### config.mk
export PLATFORM = sky130hd
export DESIGN_NAME = seven_ones_counter
export DESIGN_NICKNAME = d
export VERILOG_FILES = /design/src/rtl/seven_ones_counter_pkg.sv /design/src/rtl/seven_ones_counter_full_adder.sv /design/src/rtl/seven_ones_counter.sv
export SDC_FILE = /design/constraint.sdc
export NUM_CORES = 1
export LEC_CHECK = 0
export BUFFER_PORTS_ARGS = -buffer_cell sky130_fd_sc_hd__buf_2
export CORE_AREA = 2 2 39 41
export DETAILED_ROUTE_END_ITERATION = 6
export DIE_AREA = 0 0 41 43
export SYNTH_ARGS = -nofsm -noshare
export SYNTH_HDL_FRONTEND = slang
export SYNTH_SLANG_ARGS = --single-unit
### constraint.sdc
create_clock -name clk -period 3.6 [get_ports clk]
set_input_delay 0.36 -clock clk [delete_from_list [all_inputs] [get_ports clk]]
set_output_delay 0.36 -clock clk [all_outputs]
set_load 0.1 [all_outputs]
### src/rtl/seven_ones_counter_pkg.sv
// Shared widths and types for the 7-bit ones counter.
package seven_ones_counter_pkg;
    localparam int IN_W  = 7;
    localparam int CNT_W = 3;

    typedef logic [CNT_W-1:0] count_t;
endpackage

### src/rtl/seven_ones_counter_full_adder.sv
// Single-bit full adder used as the building block of the structural count tree.
module full_adder (
    input  logic a,
    input  logic b,
    input  logic cin,
    output logic sum,
    output logic cout
);
    assign sum  = a ^ b ^ cin;
    assign cout = (a & b) | (a & cin) | (b & cin);
endmodule

### src/rtl/seven_ones_counter.sv
// Registered 7-bit population counter with a structural adder tree and an
// independent dataflow reference; a mismatch flag reports any disagreement.
module seven_ones_counter
    import seven_ones_counter_pkg::*;
(
    input  logic            clk,
    input  logic            rst,
    input  logic            in_valid,
    input  logic [IN_W-1:0] a,
    output count_t          count,
    output count_t          count_ref,
    output logic            out_valid,
    output logic            mismatch
);
    logic   s0, s1, c0, c1, k;
    logic   bit0, bit1, bit2;
    count_t cnt_str_p0;
    count_t cnt_ref_p0;

    count_t cnt_str_p1;
    count_t cnt_ref_p1;
    logic   vld_p1;
    logic   mismatch_p1;

    // stage p0: two independent combinational counts of a
    full_adder u_fa0 (.a(a[0]), .b(a[1]), .cin(a[2]), .sum(s0),   .cout(c0));
    full_adder u_fa1 (.a(a[3]), .b(a[4]), .cin(a[5]), .sum(s1),   .cout(c1));
    full_adder u_fa2 (.a(s0),   .b(s1),   .cin(a[6]), .sum(bit0), .cout(k));
    full_adder u_fa3 (.a(c0),   .b(c1),   .cin(k),    .sum(bit1), .cout(bit2));

    assign cnt_str_p0 = {bit2, bit1, bit0};

    assign cnt_ref_p0 = {2'b00, a[0]} + {2'b00, a[1]} + {2'b00, a[2]} + {2'b00, a[3]}
                      + {2'b00, a[4]} + {2'b00, a[5]} + {2'b00, a[6]};

    // stage p1: registered results; data only updates on accepted samples
    always_ff @(posedge clk) begin
        if (rst) begin
            cnt_str_p1  <= '0;
            cnt_ref_p1  <= '0;
            vld_p1      <= 1'b0;
            mismatch_p1 <= 1'b0;
        end else begin
            vld_p1 <= in_valid;
            if (in_valid) begin
                cnt_str_p1  <= cnt_str_p0;
                cnt_ref_p1  <= cnt_ref_p0;
                mismatch_p1 <= (cnt_str_p0 != cnt_ref_p0);
            end
        end
    end

    assign count     = cnt_str_p1;
    assign count_ref = cnt_ref_p1;
    assign out_valid = vld_p1;
    assign mismatch  = mismatch_p1;
endmodule

==> out/metrics.yaml <==
outcome:
  status: "finished, final reports clean"
yosys:
  syn_area_um2: 495.5
  synth.avg_cell_area_um2: 10.32
  netlist.area_leader.share_pct: 32.32
  synth_seq_cells: 8
  syn-instance-count: 48
  yosysTopAreaCell: "dfxtp_1"
  yosysUniqueCellTypes: 12
  yosys_warnings: 0
  synthTopCellsByArea: "dfxtp_1 (32%), fa_1 (32%), a211oi_1 (9.1%), inv_1 (8.3%), nor2_1 (5.3%)"
  seq_area_frac_synth_pct: 32.32
  mappedNetlistNets: 66
clocking:
  root_buffer: "clkbuf_4"
  clkSinkCount: 8
  cts_resized: 0
  cts_buffers: 3
  cts_hold_buf: 0
  cts_htree_levels: 1
  cts_buffer_depth: 2
  clkLatencyLatePin_ns: 0.24
  clkTransAtPathRegs_ns: 0.05
  cts_setup_buffers: 0
  cts_tree: "yes"
routing:
  initialDrtViolationCount: 3
  vias_per_cell: 4.427
  ant_nets: 0
  wl_um: 815
  drt_pass1_iterations: 4
  drc_errors: 0
  vias: 363
  avgRoutedWirePerCell_um: 9.939
power_and_ir_drop:
  p_per_area_nw_per_um2: 567.3
  finalPower_w: 0.0003450
  p_leak_nw: 0.3103
  irDropWorstVdd_uv: 157.9
sta:
  worst_pin_slew_ns: 0.4839
  finalSetupTns_ns: 0
  maxSlewHeadroom_pct: 67.96
  setup_viol: 0
  fin_crit_sh_pct: 74.86
  clock_skew_ns: 0
  fmax_ghz: 0.3711
  hold_violations: 0
  finalMaxSlewViolations: 0
  period_needed_ns: 2.695
  rsz0062_at_grt: "false"
setup_path:
  cp_num_cells: 9
  cp_common_cell: "fa_1"
  crit_type: "input port to flip-flop"
  path_cells: "buf_2 -> fa_1 -> inv_1 -> fa_1 -> fa_1 -> fa_1 -> xor2_1 -> nor3_1 -> a211oi_1"
  crit_family: "adder cells"
  cp_max_fo: 2
  critPathLaunch: "a[0]"
  critPathSlowestCell: "fa_1"
  worstPathArrival_ns: 2.86
  critPathRequiredTime_ns: 3.76
  critPathMaxStageDelay_ns: 0.53
  end_kind: "flip-flop"
  reg2reg_from: "count[2]"
  endpoint: "mismatch"
  ff2ff_setup_slack_ns: 2.95
  worstReg2RegEnd: "count[2]"
  reg2regPathDepth: 2
  cp.buffers_inverters: 2
  start_kind: "input port"
die:
  die_x_um: 41
  core_um2: 1384
  die-height_um: 43
  initial_utilization_pct: 35.80
  dieArea_um2: 1763
  num_rows: 14
  num_io_pins: 18
global_routing:
  grt_use_total_pct: 11.43
  grt_pass1_vias: 344
  grt_first_pass_wirelength_mm: 1.338
  antenna_found_initial: 0
  grt_max_degree: 15
  overflow: 0
run:
  maxCapViolCount: 0
final_layout:
  diodes: 0
  fin_nets: 86
  drive_above_1_share_pct: 30.30
  fillers: 151
  multi_input_area_um2: 279.0
  syn_to_final_growth_pct: 22.73
  register_area_um2: 160.2
placement:
  numPortBuffers: 17
  place.gp.congestion: 0.6398
  dpl.hpwl_um: 728.4
hold_path:
  hold_class: "input port to flip-flop"
  whs_path_depth: 2
sequential cells by signal, indices dropped and copies added (netlist names):
name / cells
count_ref: 3
out_valid: 1
mismatch: 1
count: 3
layout make-up:
| type | instances | share of cell area [%] |
|---|---|---|
| Sequential cell | 8 | 26.34 |
| Tap cell | 16 | 3.292 |
| Multi-Input combinational cell | 27 | 45.88 |
| Clock buffer | 3 | 3.704 |
| Timing Repair Buffer | 17 | 13.99 |
| Inverter | 11 | 6.790 |
worst reg2reg max path, delay by kind of cell (launching register included):
| kind | cells | cell delay (ns) |
|---|---|---|
| flops | 1 | 0.32 |
| compound gates | 1 | 0.20 |
| simple gates | 1 | 0.04 |
cells by family after synthesis:
| group | Yosys count | synth area share, % |
|---|---|---|
| buffers and inverters | 13 | 11.36 |
| adders and majority gates | 8 | 32.32 |
| and+or+nand+nor | 9 | 7.577 |
| DFF | 8 | 32.32 |
| AOI/OAI and AO/OA | 6 | 9.090 |
| muxes | 1 | 2.020 |
| xor gates and xnor gates | 3 | 5.304 |
per-layer routing:
metal | share of wire [%] | vias up | global-route usage (%)
met4 | 2.1 | 0 | 8.000
met5 | 0 | - | 0
met2 | 49 | 15 | 17.81
li1 | - | 182 | -
met1 | 42 | 164 | 13.56
met3 | 7.6 | 2 | 1.571
cell usage in the layout, fill, tap and decap left out, types with 2 or more instances in the layout:
| cell type | Yosys | routed |
|---|---|---|
| buf_2 | 0 | 17 |
| nor2_1 | 7 | 7 |
| a211oi_1 | 6 | 6 |
| inv_1 | 11 | 11 |
| xor2_1 | 2 | 2 |
| clkbuf_4 | 0 | 3 |
| dfxtp_1 | 8 | 8 |
| fa_1 | 8 | 8 |
metrics by stage:
stage                     area, um2  cells  setup slack [ns]  util [%]  hold slack [ns]
final                         608.1     82            0.9052     43.94           0.3859
after global routing          608.1     82            0.8179     43.94           0.3870
after CTS                     608.1     82            0.9039     43.94           0.3780
after detailed placement      585.6     79            0.6456     42.31           0.4680
after global placement        585.6     79            0.6998     42.31           0.4636
after floorplan               495.5     48            0.8562         -           0.5115
synth_stat cells:
master / instances
inv_1: 11
fa_1: 8
clkbuf_1: 1
dfxtp_1: 8
xor2_1: 2
nor2b_1: 1
a211oi_1: 6
buf_6: 1
nor2_1: 7
mux2i_1: 1
nor3_1: 1
xnor2_1: 1
how the worst min path moves through the flow:
stage | endpoint | from | slack (ns)
6_report | out_valid | rst | 0.39
5_1_grt | out_valid | rst | 0.39
4_1_cts | out_valid | rst | 0.38
3_5_place_dp | count[1] | count[1] | 0.47
3_3_place_gp | count[1] | count[1] | 0.46
2_1_floorplan | count[0] | in_valid | 0.51
where the power goes:
part	internal, W	leakage (nW)	switching [W]	total, W
Combinational	0.0000494	0.230	0.000126	0.000175
Clock	0.0000380	0.0138	0.0000276	0.0000655
Sequential	0.0000996	0.0666	0.00000443	0.000104
Total	0.000187	0.310	0.000158	0.000345
No activity file was read; power rests on OpenSTA's default activity.
